[src/rtl/snake_pkg.sv]
// rtl/snake_pkg.sv - direction encoding shared by the snake input stage
package snake_pkg;

  typedef logic [1:0] dir_t;

  localparam dir_t DIR_UP    = 2'b00;
  localparam dir_t DIR_RIGHT = 2'b01;
  localparam dir_t DIR_DOWN  = 2'b10;
  localparam dir_t DIR_LEFT  = 2'b11;
  localparam dir_t DIR_RESET = DIR_RIGHT;

  function automatic dir_t opposite(input dir_t d);
    return d ^ 2'b10;
  endfunction

endpackage

[src/rtl/btn_debounce.sv]
// rtl/btn_debounce.sv - two-flop synchronizer, debouncer and press pulse for one button
module btn_debounce #(
  parameter int DEBOUNCE_CYCLES = 4
) (
  input  logic i_clk,
  input  logic i_rst,
  input  logic i_btn,
  output logic o_press
);

  localparam int CW = $clog2(DEBOUNCE_CYCLES + 1);

  logic          r_sync1;
  logic          r_sync2;
  logic          r_level;
  logic          r_press;
  logic [CW-1:0] r_cnt;

  // Level flips on the increment that would reach DEBOUNCE_CYCLES; only rising flips pulse.
  always_ff @(posedge i_clk or posedge i_rst) begin
    if (i_rst) begin
      r_sync1 <= 1'b0;
      r_sync2 <= 1'b0;
      r_level <= 1'b0;
      r_press <= 1'b0;
      r_cnt   <= '0;
    end else begin
      r_sync1 <= i_btn;
      r_sync2 <= r_sync1;
      r_press <= 1'b0;
      if (r_sync2 == r_level) begin
        r_cnt <= '0;
      end else if (r_cnt == CW'(DEBOUNCE_CYCLES - 1)) begin
        r_cnt   <= '0;
        r_level <= r_sync2;
        r_press <= r_sync2;
      end else begin
        r_cnt <= r_cnt + 1'b1;
      end
    end
  end

  assign o_press = r_press;

endmodule

[src/rtl/snake_dir_ctrl.sv]
// rtl/snake_dir_ctrl.sv - button debounce, two-deep turn queue and game tick for the snake FSM
// Optional SNAKE_DIR_STATS_EN adds DropCnt, a saturating count of rejected presses.
module snake_dir_ctrl
  import snake_pkg::*;
#(
  parameter int DEBOUNCE_CYCLES = 4,
  parameter int TICK_CYCLES     = 16
) (
  input  logic       Clk,
  input  logic       Reset,
  input  logic       BtnU,
  input  logic       BtnR,
  input  logic       BtnD,
  input  logic       BtnL,
  input  logic       Enable,
  output logic       Tick,
  output logic [1:0] Dir,
  output logic [1:0] PendingCnt
`ifdef SNAKE_DIR_STATS_EN
  ,
  output logic [7:0] DropCnt
`endif
);

  localparam int TW = $clog2(TICK_CYCLES);

  logic [3:0]    w_btn;
  logic [3:0]    w_press;
  logic          w_cand_vld;
  dir_t          w_cand;
  logic          w_fire;
  logic          w_pop;
  logic          w_push;
  logic [1:0]    w_cnt_p;
  logic [1:0]    w_cnt_nxt;
  dir_t          w_dir_nxt;
  dir_t          w_e0;
  dir_t          w_ref;
  dir_t          w_q0_nxt;
  dir_t          w_q1_nxt;

  logic [TW-1:0] r_tcnt;
  logic          r_tick;
  dir_t          r_dir;
  dir_t          r_q0;
  dir_t          r_q1;
  logic [1:0]    r_cnt;

  // Bit index equals the direction code, so the debounce outputs line up with dir_t.
  assign w_btn = {BtnL, BtnD, BtnR, BtnU};

  for (genvar gi = 0; gi < 4; gi++) begin : g_db
    btn_debounce #(
      .DEBOUNCE_CYCLES(DEBOUNCE_CYCLES)
    ) u_db (
      .i_clk  (Clk),
      .i_rst  (Reset),
      .i_btn  (w_btn[gi]),
      .o_press(w_press[gi])
    );
  end

  always_comb begin
    w_cand_vld = Enable && (w_press != 4'b0000);
    w_cand     = DIR_UP;
    if (w_press[0])      w_cand = DIR_UP;
    else if (w_press[1]) w_cand = DIR_RIGHT;
    else if (w_press[2]) w_cand = DIR_DOWN;
    else                 w_cand = DIR_LEFT;
  end

  assign w_fire = Enable && (r_tcnt == TW'(TICK_CYCLES - 1));

  // Pop is resolved first; the press is judged against the post-pop tail (or Dir).
  always_comb begin
    w_pop     = w_fire && (r_cnt != 2'd0);
    w_dir_nxt = w_pop ? r_q0 : r_dir;
    w_e0      = w_pop ? r_q1 : r_q0;
    w_cnt_p   = r_cnt - {1'b0, w_pop};
    if (w_cnt_p == 2'd0)      w_ref = w_dir_nxt;
    else if (w_cnt_p == 2'd1) w_ref = w_e0;
    else                      w_ref = r_q1;
    w_push    = w_cand_vld && (w_cnt_p != 2'd2) &&
                (w_cand != w_ref) && (w_cand != opposite(w_ref));
    w_q0_nxt  = w_e0;
    w_q1_nxt  = r_q1;
    if (w_push) begin
      if (w_cnt_p == 2'd0) w_q0_nxt = w_cand;
      else                 w_q1_nxt = w_cand;
    end
    w_cnt_nxt = w_cnt_p + {1'b0, w_push};
  end

  always_ff @(posedge Clk or posedge Reset) begin
    if (Reset) begin
      r_tcnt <= '0;
      r_tick <= 1'b0;
      r_dir  <= DIR_RESET;
      r_q0   <= DIR_RESET;
      r_q1   <= DIR_RESET;
      r_cnt  <= 2'd0;
    end else if (!Enable) begin
      r_tcnt <= '0;
      r_tick <= 1'b0;
      r_cnt  <= 2'd0;
    end else begin
      r_tcnt <= w_fire ? '0 : r_tcnt + 1'b1;
      r_tick <= w_fire;
      r_dir  <= w_dir_nxt;
      r_q0   <= w_q0_nxt;
      r_q1   <= w_q1_nxt;
      r_cnt  <= w_cnt_nxt;
    end
  end

  assign Tick       = r_tick;
  assign Dir        = r_dir;
  assign PendingCnt = r_cnt;

`ifdef SNAKE_DIR_STATS_EN
  logic [7:0] r_drop;

  always_ff @(posedge Clk or posedge Reset) begin
    if (Reset) begin
      r_drop <= 8'd0;
    end else if (w_cand_vld && !w_push && (r_drop != 8'hFF)) begin
      r_drop <= r_drop + 1'b1;
    end
  end

  assign DropCnt = r_drop;
`else
`endif

endmodule

[config.mk]
export PLATFORM = sky130hd
export DESIGN_NAME = snake_dir_ctrl
export DESIGN_NICKNAME = d
export VERILOG_FILES = /design/src/rtl/snake_pkg.sv /design/src/rtl/btn_debounce.sv /design/src/rtl/snake_dir_ctrl.sv
export SDC_FILE = /design/constraint.sdc
export NUM_CORES = 1
export LEC_CHECK = 0
export ABC_AREA = 1
export BUFFER_PORTS_ARGS = -buffer_cell sky130_fd_sc_hd__buf_4
export CAP_MARGIN = 10
export CORE_UTILIZATION = 35
export CTS_CLUSTER_DIAMETER = 60
export DETAILED_ROUTE_END_ITERATION = 10
export PLACE_DENSITY = 0.61
export REMOVE_ABC_BUFFERS = 1
export SYNTH_ARGS = -nofsm -noshare
export SYNTH_HDL_FRONTEND = slang
export SYNTH_SLANG_ARGS = --single-unit
[constraint.sdc]
create_clock -name Clk -period 3.8 [get_ports Clk]
set_clock_uncertainty 0.05 [all_clocks]
set_input_delay 0.76 -clock Clk [delete_from_list [all_inputs] [get_ports Clk]]
set_output_delay 0.76 -clock Clk [all_outputs]
set_load 0.1 [all_outputs]
After elaboration in Yosys (flattened, before gate mapping)
Cells that the tools add are included.

Register bits after elaboration: 41.

Bitwise logic cells: 6. Multiplexer cells: 29. Reduce and logical (&&, ||, !) cells: 14. Eq/ne operators: 13. Add/subtract/negate cells: 7.

Operators by type and width (count): 3-bit 2-to-1 mux (8); 2-bit 2-to-1 mux (9); 3-bit by 1-bit adder with 3-bit output, second input constant (4); 3-bit by 2-bit equality test with 1-bit output, second input constant (4); 1-bit 2-to-1 mux (10); 4-bit 2-to-1 mux (2); 2-bit AND reduction (4); 1-bit logical AND (6); 1-bit NOT (6); 4-bit by 1-bit adder with 4-bit output, second input constant (1); 1-bit equality test (4); 4-bit equality test, second input constant (1); 2-bit inequality test (2); 4-bit nonzero test (1); 3-bit AND reduction (1); 2-bit by 1-bit adder with 2-bit output (1); 2-bit by 1-bit equality test with 1-bit output, second input constant (1); 2-bit logical NOT (1); 2-bit inequality test, second input constant (1); 2-bit nonzero test (1); 2-bit by 1-bit subtractor with 2-bit output (1).

Depth between registers and ports, before layout
Gate-level depths: netlist (run 1).

Word-level depth: 12. Depth in mapped cells: 19. Depth with buffers taken out: 19.

By module
From an unflattened synthesis (run 1), not the netlist that was laid out.

Cells, all modules: 205. Area total of the unflattened synthesis: 1823.0 µm².

By module, submodules not included: btn_debounce (cells an instance 28, area an instance 269.0 µm², times used 4, seq. area each 175.2 µm²); snake_dir_ctrl (cells an instance 93, area an instance 747.0 µm², times used 1, seq. area each 329.1 µm²).

Worst setup path before layout (run 1)
No wires, ideal clock.

Kind: reg2reg. From: register r_cnt[0] (netlist: PendingCnt[0]). To: register r_cnt[1] (netlist: PendingCnt[1]). Clock period less this slack: 2.836 ns. Setup slack: 0.964 ns. Data arrival time: 2.663 ns. Cell stages (with the launch flop): 17. Cell sequence: dfrtp_1 -> inv_1 -> nand2_1 -> nand2_4 -> inv_1 -> ha_1 -> nand2_1 -> nand2_2 -> inv_1 -> or2_1 -> nand4_2 -> nand2_4 -> nor2_8 -> ha_1 -> inv_1 -> o21ai_0 -> a21oi_1.

Longest elaborated chain between the ends: 11. Elaborated cells on any way between the ends: 18. Those cells by class: 2 x add/sub; 4 x eq/ne; 5 x mux; 1 x bitwise; 6 x reduce/logical.

RTL lines: start, declared (line snake_dir_ctrl.sv:47) `logic [1:0] r_cnt;`; start signal, assigned (line snake_dir_ctrl.sv:112) `r_cnt <= w_cnt_nxt;`; 2-bit nonzero test (line snake_dir_ctrl.sv:76) `w_pop = w_fire && (r_cnt != 2'd0);`; 1-bit logical AND (line snake_dir_ctrl.sv:76); 2-bit by 1-bit subtractor with 2-bit output (line snake_dir_ctrl.sv:79) `w_cnt_p = r_cnt - {1'b0, w_pop};`; 2-bit by 1-bit equality test with 1-bit output (line snake_dir_ctrl.sv:81) `else if (w_cnt_p == 2'd1) w_ref = w_e0;`; 2-bit 2-to-1 mux (line snake_dir_ctrl.sv:81); 2-bit 2-to-1 mux (line snake_dir_ctrl.sv:80) `if (w_cnt_p == 2'd0) w_ref = w_dir_nxt;`; 2-bit inequality test or 1-bit NOT (tied branches); 1-bit logical AND or 2-bit inequality test (tied branches) (line snake_dir_ctrl.sv:83, snake_dir_ctrl.sv:84); 1-bit logical AND (line snake_dir_ctrl.sv:84) `(w_cand != w_ref) && (w_cand != opposite(w_ref));`; 2-bit by 1-bit adder with 2-bit output (*) (line snake_dir_ctrl.sv:91) `w_cnt_nxt = w_cnt_p + {1'b0, w_push};`; 2-bit 2-to-1 mux (*) (line snake_dir_ctrl.sv:102) `end else if (!Enable) begin`.

Every way passes the cells marked *; elsewhere a longest branch is shown, timed or not. A chain may end at the register's enable or synchronous reset.

Worst setup path after layout (run 1)
From: register r_tcnt[0]. To: register r_cnt[1] (netlist: PendingCnt[1]).

Longest elaborated chain between the ends: 12. Elaborated cells on any way between the ends: 19. Those cells by class: 2 x add/sub; 5 x eq/ne; 5 x mux; 1 x bitwise; 6 x reduce/logical.

RTL lines: start, declared (line snake_dir_ctrl.sv:42) `logic [TW-1:0] r_tcnt;`; start signal, assigned (line snake_dir_ctrl.sv:107) `r_tcnt <= w_fire ? '0 : r_tcnt + 1'b1;`; 4-bit equality test (*) (line snake_dir_ctrl.sv:72) `assign w_fire = Enable && (r_tcnt == TW'(TICK_CYCLES - 1));`; 1-bit logical AND (*) (line snake_dir_ctrl.sv:72); 1-bit logical AND (*) (line snake_dir_ctrl.sv:76); 2-bit by 1-bit subtractor with 2-bit output (line snake_dir_ctrl.sv:79); 2-bit by 1-bit equality test with 1-bit output (line snake_dir_ctrl.sv:81); 2-bit 2-to-1 mux (line snake_dir_ctrl.sv:81); 2-bit 2-to-1 mux (line snake_dir_ctrl.sv:80); 2-bit inequality test or 1-bit NOT (tied branches); 1-bit logical AND or 2-bit inequality test (tied branches) (line snake_dir_ctrl.sv:83, snake_dir_ctrl.sv:84); 1-bit logical AND (line snake_dir_ctrl.sv:84); 2-bit by 1-bit adder with 2-bit output (*) (line snake_dir_ctrl.sv:91); 2-bit 2-to-1 mux (*) (line snake_dir_ctrl.sv:102).

Marks and branches as above.

==> results.md, run 1 <==
- Yosys top cell by area: dfrtp_1
- Die ar.: 5366 sq um
- via count normalized by instance count: 4.211
- top routing layer in use: met4
- Final setup violation count: 0
- leakage power of the design: 1.078 nW
- total met3 wirelength after detailed routing: 96 microns
- share of flip-flops with an asynchronous set or reset after synthesis: 1.000
- height of the die: 73.25 microns
- antenna violations before repair: 0
- nets: 207
- primary flip-flop cell chosen by synthesis mapping: dfrtp_1
- synthesized area divided by synthesized cell count: 10.21 sq um
- setup ws final: 1.216 ns
- largest net degree at the start of global routing: 42
- top achievable clock speed: 387.0 MHz
- crit path time final: 2.584 ns
- row count: 25
- fillers: 492
- core region area: 4817 sq um
- final cell utilization of the core: 0.4236
- count of hold-fix buffers inserted at cts: 0
- number of instances on the worst hold path: 0
- actual slew at the worst max-slew pin: 0.4976 ns
- cts repair resizes: 0
- IO buf count: 11
- minimum hold slack: 0.3024 ns
- number of nets with antenna violations after routing: 0
- required time at the endpoint of the critical path: 3.93 ns
- startpoint of the tightest hold check path: g_db[2].u_db.r_sync1
- RSZ-0062 raised after global routing: no
- area delta synth->final: 14.86%
- finished layout cell area: 2041 sq um
- Sequential cell area: 1030 sq um
- I/O pin cnt: 12
- clock-pin transition on the worst setup and hold timing paths: 0.08 ns
- clock buffer count from CTS: 5
- setup total negative slack: 0 ns
- Relative slew margins: 0.6683
- Arr. time, crit path: 2.72 ns
- pwr dens: 548.8 nW/um^2
- synthesized instance count: 174
- status: finished clean
- pre-CTS setup slack: 0.9712 ns
- die width: 73.25 microns
- maximum fanout along the worst path: 7
- DP Area: 1951 sq um
- number of setup buffers added after CTS: 0
- max-slew violation count: 0
- total power: 1.120 mW
- cell types with the highest counts after synthesis: dfrtp_1 (38), nand2_1 (33), inv_1 (24)
- endpoints failing hold: 0
- number of synthesized flops with an enable pin: 0
- Yosys Warn Count: 0
- number of detailed-routing iterations run before antenna repair: 4
- drt wl/cell: 9.617 microns
- portion of the post-synthesis area used by sequential elements: 0.5796
- total global routing overflow: 0
- final instance count without filler cells: 261
- Critical R2R Capture: PendingCnt[1]
- DRC viols: 0
- type of the worst setup path: reg -> reg
- number of H-tree levels: 2
- placed insts: 253
- global-route wire length before repair: 4.629 mm
- reg2reg setup slack: 1.22 ns
- DR WL met2: 1.095 mm
- diode insertion count for antenna repair: 0
- number of violations of the max-capacitance limit: 0
- share of the cycle needed by the critical path after routing: 0.6800
- root buffer cell: clkbuf_8
- top-count cell post-synth: dfrtp_1
- latest clock arrival within the worst-skew pair: 0.30 ns
- cell area after synthesis: 1777 sq um
- Cell variety after synth: 22
- total area of multi-input combinational cells: 653.1 sq um
- final weighted congestion in routability-driven placement: 0.7629
- class of the tightest hold or removal check: reg -> reg
- global-route total usage across every layer: 0.1180
- layout cells sized above 1: 0.2268
- Hold Crit Endpoint: g_db[2].u_db.r_sync2
- drt initial violations: 56
- Reg-to-Reg Start: r_tcnt[0]
- critical path launch point type: flip-flop
- Peak VDD IR: 0.3275 mV
- Final HPWL DP: 1.782 mm
- Post-Route M1 WL: 1.278 mm
- routed via count: 1,099
- routed wire length: 2.510 mm
- via count of the first global-routing pass: 1,063
- number of sinks on the clock net: 41
- biggest area contributors in the synthesized netlist: dfrtp_1 (54%), nand2_1 (7.0%), inv_1 (5.1%)
- worst reg-to-reg path cell count: 18
- Yosys top cell area share: 0.5352
- Synth Register Bits: 41
- critical path endpoint category: flip-flop
- TritonCTS clock tree: done
- number of buffers on the longest clock path: 2
- Initial Utilization: 0.3688
==> registers in the layout, indices dropped and copies added (netlist names) <==
name and count:
r_q1 2, Dir 2, Tick 1, g_db.u_db.r_cnt 12, r_q0 2, g_db.u_db.r_sync1 4
PendingCnt 2, g_db.u_db.r_level 4, r_tcnt 4, g_db.u_db.r_sync2 4, g_db.u_db.o_press 4
==> area by class of cell <==
| cell class | instances | area share |
|---|---|---|
| inverter | 25 | 0.04598 |
| clock inverter | 3 | 0.01042 |
| timing repair buffer | 12 | 0.04414 |
| clock buffer | 5 | 0.03372 |
| multi-input combinational | 108 | 0.3200 |
| tap | 67 | 0.04108 |
| sequential | 41 | 0.5046 |
==> worst max-delay path by stage <==
stage / endpoint / start / slack (ns)
floorplan: PendingCnt[1] / PendingCnt[0] / 0.96
CTS: PendingCnt[1] / r_tcnt[0] / 1.21
global placement: PendingCnt[1] / Enable / 1.00
detailed placement: PendingCnt[1] / Enable / 0.97
finish: PendingCnt[1] / r_tcnt[0] / 1.22
global route: PendingCnt[1] / r_tcnt[0] / 0.99
==> cell families (layout without fill, tap and decap cells) <==
group | Yosys count | after routing | share of synthesized area
adders and majority gates | 7 | 7 | 0.04929
AOI/OAI and AO/OA | 14 | 14 | 0.04155
DFF | 41 | 41 | 0.5796
and+or+nand+nor | 82 | 82 | 0.2521
xor gates and xnor gates | 5 | 5 | 0.02465
buffers and inverters | 25 | 45 | 0.05282
==> critical path: stages (launching register included) <==
cell     delay [ns]
dfrtp_1        0.40
ha_1           0.24
nand2_2        0.13
nor2_8         0.07
nand2_4        0.10
inv_1          0.06
ha_1           0.18
inv_1          0.05
nand2_1        0.05
nand2_2        0.10
inv_1          0.07
or2_1          0.24
nand4_2        0.15
nand2_4        0.08
nor2_8         0.12
ha_1           0.15
inv_1          0.05
o21ai_0        0.14
a21oi_1        0.05
==> layout by cell type (no fill, tap or decap) <==
cell / synthesis / routed
dfrtp_1: 38 / 38
nand2_1: 33 / 33
inv_1: 24 / 24
nor2_1: 18 / 18
buf_4: 0 / 12
o21ai_0: 9 / 9
nor3_1: 7 / 7
ha_1: 7 / 7
nand2_2: 6 / 6
nand3_2: 5 / 5
clkbuf_8: 0 / 5
nand2_4: 4 / 4
a21oi_1: 4 / 4
xnor2_1: 4 / 4
dfstp_2: 3 / 3
nand4_1: 3 / 3
nor2_8: 2 / 2
inv_2: 1 / 1
nor2_2: 1 / 1
or2_1: 1 / 1
nand4_2: 1 / 1
o21ai_2: 1 / 1
nand3_1: 1 / 1
xor2_1: 1 / 1
clkinv_2: 0 / 1
clkinvlp_4: 0 / 1
inv_6: 0 / 1
==> routing by layer <==
layer  up-vias  track usage
met5         -            0
li1        582            -
met4         0      0.07190
met3         4      0.03704
met1       499       0.1533
met2        14       0.1718
==> power by group <==
group          total (mW)  internal (mW)  switching, mW
Combinational       0.258          0.101          0.158
Sequential          0.573          0.525         0.0478
Clock               0.289          0.130          0.159
Total                1.12          0.756          0.364
Power figures use the tool's default switching activity.
==> inputs of run 2 (changes only) <==
==> constraint.sdc (replaced) <==
create_clock -name Clk -period 2.6 [get_ports Clk]
set_clock_uncertainty 0.05 [all_clocks]
set_input_delay 0.52 -clock Clk [delete_from_list [all_inputs] [get_ports Clk]]
set_output_delay 0.52 -clock Clk [all_outputs]
set_load 0.1 [all_outputs]
==> run 2 against run 1 <==
Against the previous run:
- combinational power grew 49%
- utilization up 1.9 points
- global-route usage down 0.47 points
- non-clock buffer count is 5 higher
- cell count up 1.9%
- clock power up 73%
- design area is 4.5% higher
- worst hold slack got worse by 0.017 ns
- first-iteration DRC count down 43%
- critical path type unchanged
- largest cell class unchanged
- largest power group unchanged
==> results.md, run 2 (synthesized netlist as in run 1, its figures left out) <==
- status: finished clean, unchanged
- global-route wire length before repair: 4.574 mm, was 4.629 mm
- clock-pin transition on the worst setup and hold timing paths: 0.08 ns, about the same
- part of the total power dissipated in sequential elements: 0.487, was 0.511
- switching power: 0.5154 mW, was 0.3642 mW
- Relative slew margins: 0.6693, was 0.6683
- RSZ-0062 raised after global routing: no, unchanged
- setup total negative slack: 0 ns, unchanged
- pwr dens: 808.4 nW/um^2, was 548.8 nW/um^2
- number of nets with antenna violations after routing: 0, unchanged
- latest clock arrival within the worst-skew pair: 0.28 ns, was 0.30 ns
- area delta synth->final: 20.00%, was 14.86%
- Die ar.: 5366 sq um, unchanged
- Peak VDD IR: 0.4051 mV, was 0.3275 mV
- root buffer cell: clkbuf_8, unchanged
- TritonCTS clock tree: done, unchanged
- cells along the critical path: ha_4 -> nand2_4 -> nor2_8 -> nand2_4 -> inv_1 -> ha_1 -> inv_1 -> nand2_1 -> nand2_2 -> inv_1 -> or2_4 -> nand3_2 -> nand2_4 -> nand2_4 -> nor2_8 -> ha_1 -> nand2_1 -> inv_1, was ha_1 -> nand2_2 -> nor2_8 -> nand2_4 -> inv_1 -> ha_1 -> inv_1 -> nand2_1 -> nand2_2 -> inv_1 -> or2_1 -> nand4_2 -> nand2_4 -> nor2_8 -> ha_1 -> inv_1 -> o21ai_0 -> a21oi_1
- final instance count without filler cells: 266, was 261
- top achievable clock speed: 412.0 MHz, was 387.0 MHz
- row count: 25, unchanged
- via count of the first global-routing pass: 1,090, was 1,063
- largest net degree at the start of global routing: 42, unchanged
- height of the die: 73.25 microns, unchanged
- share of the cycle needed by the critical path after routing: 0.9335, was 0.6800
- commonest cells after routing, fill and taps aside: dfrtp_1 (38), nand2_1 (33), inv_1 (24), nor2_1 (18), buf_4 (17), was dfrtp_1 (38), nand2_1 (33), inv_1 (24), nor2_1 (18), buf_4 (12)
- leading cell type in the layout, fill and taps excluded: dfrtp_1, unchanged
- fillers: 483, was 492
- die width: 73.25 microns, unchanged
- routed wire length: 2.532 mm, was 2.510 mm
- antenna violations before repair: 0, unchanged
- maximum fanout along the worst path: 4, was 7
- max-slew violation count: 0, unchanged
- global-route total usage across every layer: 0.1133, was 0.1180
- highest-delay cell along the critical path: dfrtp_1, unchanged
- portion of total power attributed to combinational logic: 0.223, was 0.230
- number of buffers on the longest clock path: 2, unchanged
- critical path launch point type: flip-flop, unchanged
- count of hold-fix buffers inserted at cts: 0, unchanged
- IO buf count: 11, unchanged
- drt wl/cell: 9.519 microns, was 9.617 microns
- required time at the endpoint of the critical path: 2.73 ns, was 3.93 ns
- total power: 1.724 mW, was 1.120 mW
- number of H-tree levels: 2, unchanged
- actual slew at the worst max-slew pin: 0.4960 ns, was 0.4976 ns
- largest reg by FF count: g_db.u_db.r_cnt, unchanged
- type of the worst setup path: reg -> reg, unchanged
- core region area: 4817 sq um, unchanged
- Initial Utilization: 0.3688, unchanged
- peak per-stage delay on the critical path: 0.43 ns, was 0.40 ns
- internal power contribution: 1.208 mW, was 0.7557 mW
- number of detailed-routing iterations run before antenna repair: 4, unchanged
- Worst path top cell family by delay: simple AND/OR/NAND/NOR gates, unchanged
- number of violations of the max-capacitance limit: 0, unchanged
- leakage power of the design: 1.130 nW, was 1.078 nW
- part of the power in the clock network: 0.290, was 0.258
- crit path time final: 2.427 ns, was 2.584 ns
- diode insertion count for antenna repair: 0, unchanged
- max reg flops: 12, unchanged
- DRC viols: 0, unchanged
- endpoints failing hold: 0, unchanged
- number of buffer and inverter stages on the critical path: 4, unchanged
- layout cells sized above 1: 0.2563, was 0.2268
- class of the tightest hold or removal check: in -> reg, was reg -> reg
- switching power share of the total: 0.2990, was 0.3252
- number of sinks on the clock net: 41, unchanged
- I/O pin cnt: 12, unchanged
- routed via count: 1,137, was 1,099
- via count normalized by instance count: 4.274, was 4.211
- final weighted congestion in routability-driven placement: 0.8777, was 0.7629
- total global routing overflow: 0, unchanged
- drt initial violations: 32, was 56
- nets: 212, was 207
- clock buffer count from CTS: 5, unchanged
- critical path endpoint category: flip-flop, unchanged
- placed insts: 255, was 253
- Arr. time, crit path: 2.56 ns, was 2.72 ns
- Final setup violation count: 0, unchanged
- Final HPWL DP: 1.803 mm, was 1.782 mm
[run 2: area by class of cell]
type	count	area [sq um]	share of cell area
Tap cell	67	83.83	0.03932
Inverter	25	93.84	0.04401
Clock inverter	2	38.79	0.01819
Multi-Input combinational cell	108	685.7	0.3216
Clock buffer	6	72.57	0.03404
Sequential cell	41	1030	0.4830
Timing Repair Buffer	17	127.6	0.05986
[run 2: through the flow]
step	util	hold WS (ns)	instance area, sq um	worst slack, ns
6_report	0.4426	0.2849	2132	0.1729
3_3_place_gp	0.4081	0.2824	1966	0.1190
5_1_grt	0.4426	0.2705	2132	0.005691
3_5_place_dp	0.4081	0.2902	1966	0.07284
4_1_cts	0.4312	0.2756	2077	0.05981
2_1_floorplan	-	0.2812	1777	-0.2364
[run 2: power groups by stage]
| stage | clock network [mW] | registers, mW | logic [mW] |
|---|---|---|---|
| 6_report | 0.500 | 0.839 | 0.385 |
| 5_1_grt | 0.538 | 0.856 | 0.457 |
| 4_1_cts | 0.517 | 0.840 | 0.385 |
| 3_5_place_dp | 0 | 0.850 | 0.387 |
| 3_3_place_gp | 0 | 0.849 | 0.379 |
| 2_1_floorplan | 0 | 0.851 | 0.299 |
[run 2: final timing paths]
check                      cells after the start  slack, ns                 start                    to
max reg2reg                                   18       0.17             r_tcnt[0]         PendingCnt[0]
min                                            1       0.28                  BtnL  g_db[3].u_db.r_sync1
max in group asynchronous                      3       1.82                 Reset               r_q0[0]
min in group asynchronous                      3       0.30                 Reset             r_tcnt[2]
max                                           18       0.17             r_tcnt[0]         PendingCnt[0]
min reg2reg                                    0       0.30  g_db[1].u_db.r_sync1  g_db[1].u_db.r_sync2
[run 2: timing repair]
action,4_1_cts,5_1_grt
setup buffers,0,3
gates resized for setup,0,7
endpoints found under the setup margin,0,2
[run 2: per-layer routing]
layer | up-vias | track usage | routed length (microns)
li1 | 595 | - | -
met1 | 526 | 0.1411 | 1226
met2 | 14 | 0.1852 | 1186
met3 | 2 | 0.03292 | 91
met4 | 0 | 0.04575 | 27
met5 | - | 0 | 0
[run 2: worst register-to-register path, cell delays in order, from the launching register on]
cell and delay (ns):
dfrtp_1 0.43, ha_4 0.19, nand2_4 0.09, nor2_8 0.04
nand2_4 0.05, inv_1 0.04, ha_1 0.18, inv_1 0.06
nand2_1 0.05, nand2_2 0.11, inv_1 0.08, or2_4 0.25
nand3_2 0.12, nand2_4 0.07, nand2_4 0.08, nor2_8 0.04
ha_1 0.29, nand2_1 0.08, inv_1 0.04
==> inputs of run 3 (changes only) <==
--- a/config.mk
+++ b/config.mk
@@ -5,7 +5,6 @@
 export SDC_FILE = /design/constraint.sdc
 export NUM_CORES = 1
 export LEC_CHECK = 0
-export ABC_AREA = 1
 export BUFFER_PORTS_ARGS = -buffer_cell sky130_fd_sc_hd__buf_4
 export CAP_MARGIN = 10
 export CORE_UTILIZATION = 35
==> run 3 against run 2 <==
Against the previous run:
- worst hold slack improved by 0.0075 ns
- cell count down 12%
- design area is essentially flat
==> results.md, run 3 <==
- DP Area: 1994 sq um, was 1966 sq um
- startpoint of the tightest hold check path: BtnL, unchanged
- core region area: 4755 sq um, was 4817 sq um
- row count: 25, unchanged
- worst reg-to-reg path cell count: 11, was 18
- required time at the endpoint of the critical path: 2.73 ns, about the same
- number of sinks on the clock net: 41, unchanged
- Initial Utilization: 0.3655, was 0.3688
- portion of total power attributed to combinational logic: 0.228, was 0.223
- drt wl/cell: 11.05 microns, was 9.519 microns
- Sequential cell area: 1030 sq um, unchanged
- I/O pin cnt: 12, unchanged
- TritonCTS clock tree: done, unchanged
- latest clock arrival within the worst-skew pair: 0.28 ns, about the same
- leading cell type in the layout, fill and taps excluded: dfrtp_1, unchanged
- Yosys Warn Count: 0, unchanged
- RSZ-0062 raised after global routing: yes, was no
- setup ws final: 0.08218 ns, was 0.1729 ns
- portion of the post-synthesis area used by sequential elements: 0.5925, was 0.5796
- largest net degree at the start of global routing: 42, unchanged
- height of the die: 72.47 microns, was 73.25 microns
- max reg flops: 12, unchanged
- number of detailed-routing iterations run before antenna repair: 4, unchanged
- top-count cell post-synth: dfrtp_1, unchanged
- Worst path top cell family by delay: compound AO/OA/AOI/OAI gates, was simple AND/OR/NAND/NOR gates
- Final HPWL DP: 1.893 mm, was 1.803 mm
- die width: 72.47 microns, was 73.25 microns
- share of the cycle needed by the critical path after routing: 0.9684, was 0.9335
- global-route total usage across every layer: 0.1197, was 0.1133
- number of synthesized flops with an enable pin: 0, unchanged
- Final setup violation count: 0, unchanged
- critical path launch point type: flip-flop, unchanged
- number of buffers on the longest clock path: 2, unchanged
- status: finished clean, unchanged
- final instance count without filler cells: 233, was 266
- Cell variety after synth: 31, was 22
- via count of the first global-routing pass: 1,121, was 1,090
- commonest cells after routing, fill and taps aside: dfrtp_1 (38), buf_4 (24), nor2b_1 (7), inv_1 (7), nand2_1 (7), was dfrtp_1 (38), nand2_1 (33), inv_1 (24), nor2_1 (18), buf_4 (17)
- cells along the critical path: nor2_2 -> nor2_4 -> ha_4 -> nor3_2 -> o32a_4 -> o21ai_4 -> xnor2_1 -> a211oi_2 -> ha_1 -> xor2_1 -> and2_2, was ha_4 -> nand2_4 -> nor2_8 -> nand2_4 -> inv_1 -> ha_1 -> inv_1 -> nand2_1 -> nand2_2 -> inv_1 -> or2_4 -> nand3_2 -> nand2_4 -> nand2_4 -> nor2_8 -> ha_1 -> nand2_1 -> inv_1
- share of flip-flops with an asynchronous set or reset after synthesis: 1.000, unchanged
- internal power contribution: 1.157 mW, was 1.208 mW
- diode insertion count for antenna repair: 0, unchanged
- Hold Crit Endpoint: g_db[3].u_db.r_sync1, unchanged
- synthesized area divided by synthesized cell count: 12.87 sq um, was 10.21 sq um
- Yosys top cell area share: 0.5472, was 0.5352
- synthesized instance count: 135, was 174
- IO buf count: 11, unchanged
- cell types with the highest counts after synthesis: dfrtp_1 (38), ha_1 (7), inv_1 (7), nand2_1 (7), nor2b_1 (7), was dfrtp_1 (38), nand2_1 (33), inv_1 (24)
- highest-delay cell along the critical path: dfrtp_1, unchanged
- final cell utilization of the core: 0.4482, was 0.4426
- root buffer cell: clkbuf_8, unchanged
- maximum fanout along the worst path: 4, unchanged
- number of buffer and inverter stages on the critical path: 0, was 4
- Die ar.: 5251 sq um, was 5366 sq um
- number of instances on the worst hold path: 1, unchanged
- Peak VDD IR: 0.4303 mV, was 0.4051 mV
- finished layout cell area: 2131 sq um, was 2132 sq um
- Synth Register Bits: 41, unchanged
- reg2reg setup slack: 0.08 ns, was 0.17 ns
- placed insts: 225, was 255
- Critical R2R Capture: PendingCnt[1], was PendingCnt[0]
- final weighted congestion in routability-driven placement: 0.7546, was 0.8777
- total global routing overflow: 0, unchanged
- number of H-tree levels: 2, unchanged
- antenna violations before repair: 0, unchanged
- layout cells sized above 1: 0.3253, was 0.2563
- endpoints failing hold: 0, unchanged
- Arr. time, crit path: 2.64 ns, was 2.56 ns
- biggest area contributors in the synthesized netlist: dfrtp_1 (55%), ha_1 (5.0%), dfstp_2 (4.5%), was dfrtp_1 (54%), nand2_1 (7.0%), inv_1 (5.1%)
- critical path endpoint category: flip-flop, unchanged
- part of the power in the clock network: 0.252, was 0.290
- Yosys top cell by area: dfrtp_1, unchanged
- routed wire length: 2.574 mm, was 2.532 mm
- drt initial violations: 26, was 32
- class of the tightest hold or removal check: in -> reg, unchanged
- Reg-to-Reg Start: PendingCnt[1], was r_tcnt[0]
- routed via count: 1,064, was 1,137
- max-slew violation count: 0, unchanged
- clock buffer count from CTS: 5, unchanged
- switching power: 0.4413 mW, was 0.5154 mW
- fillers: 443, was 483
- via count normalized by instance count: 4.567, was 4.274
- switching power share of the total: 0.2760, was 0.2990
- pwr dens: 750.3 nW/um^2, was 808.4 nW/um^2
- leakage power of the design: 1.041 nW, was 1.130 nW
- part of the total power dissipated in sequential elements: 0.520, was 0.487
- area delta synth->final: 22.61%, was 20.00%
- actual slew at the worst max-slew pin: 0.4974 ns, was 0.4960 ns
- type of the worst setup path: reg -> reg, unchanged
- top achievable clock speed: 397.2 MHz, was 412.0 MHz
- global-route wire length before repair: 4.698 mm, was 4.574 mm
- cell area after synthesis: 1738 sq um, was 1777 sq um
- primary flip-flop cell chosen by synthesis mapping: dfrtp_1, unchanged
- clock-pin transition on the worst setup and hold timing paths: 0.07 ns, was 0.08 ns
- nets: 180, was 212
- peak per-stage delay on the critical path: 0.41 ns, was 0.43 ns
- crit path time final: 2.518 ns, was 2.427 ns
- DRC viols: 0, unchanged
- Relative slew margins: 0.6684, was 0.6693
- pre-CTS setup slack: -0.1324 ns, was 0.07284 ns
- total area of multi-input combinational cells: 724.4 sq um, was 685.7 sq um
- largest reg by FF count: g_db.u_db.r_cnt, unchanged
- number of violations of the max-capacitance limit: 0, unchanged
- number of nets with antenna violations after routing: 0, unchanged
[run 3: changes by cell type after synthesis, sizes merged, moves of 3 or more]
cell and delta:
nand2 -36, inv -18, nor2 -16, nor2b +7, mux2 +6, o21ai -6, mux2i +5, nor3b +5
and2 +4, and3b +4, nand3 -3, nand4 -3
[run 3: timing repair]
| item | CTS | global route |
|---|---|---|
| gates resized for setup | 4 | 3 |
| pin swaps | 0 | 2 |
| hold buffers | 0 | 0 |
| setup buffers | 0 | 1 |
| endpoints found under the setup margin | 2 | 2 |
[run 3: cells by family (layout without fill, tap and decap cells)]
kind of cell	Yosys count	after routing	share of synthesized area
compound gates	15	15	0.06912
xor+xnor	8	8	0.04032
fa+ha+maj	7	7	0.05039
buf+inv	7	38	0.01512
flops	41	41	0.5925
mux	11	11	0.06767
simple gates	46	46	0.1649
[run 3: layout make-up]
cell class / instances / area share
sequential: 41 / 0.4833
multi-input combinational: 87 / 0.3400
timing repair buffer: 24 / 0.08456
clock buffer: 7 / 0.04052
tap: 67 / 0.03934
inverter: 7 / 0.01233
[run 3: layer usage]
layer,share of wire,vias up,global-route usage
met1,0.45,522,0.1378
met5,0,-,0
met4,0.014,0,0.06100
met3,0.038,4,0.04167
li1,-,522,-
met2,0.50,16,0.1973
[run 3: how the worst max path moves through the flow]
stage | from | to | slack, ns | cells after the start
finish | PendingCnt[1] | PendingCnt[1] | 0.08 | 11
global route | PendingCnt[1] | PendingCnt[1] | -0.03 | 11
CTS | r_tcnt[1] | PendingCnt[0] | 0.005 | 11
floorplan | PendingCnt[1] | PendingCnt[1] | -0.65 | 11
global placement | Enable | PendingCnt[0] | -0.01 | 11
detailed placement | Enable | PendingCnt[0] | -0.13 | 11
[run 3: through the flow]
stage	hold slack [ns]	TNS [ns]	power [mW]
5_1_grt	0.2724	-0.03207	1.716
4_1_cts	0.2816	0	1.618
3_5_place_dp	0.2896	-0.2559	1.201
6_report	0.2923	0	1.599
3_3_place_gp	0.2827	-0.02047	1.174
2_1_floorplan	0.2812	-1.872	1.103
[run 3: power groups by stage]
stage	clock, mW	sequential, mW	combinational (mW)
floorplan	0	0.844	0.259
global placement	0	0.834	0.340
detailed placement	0	0.844	0.357
CTS	0.420	0.832	0.366
global route	0.449	0.848	0.420
finish	0.402	0.832	0.364
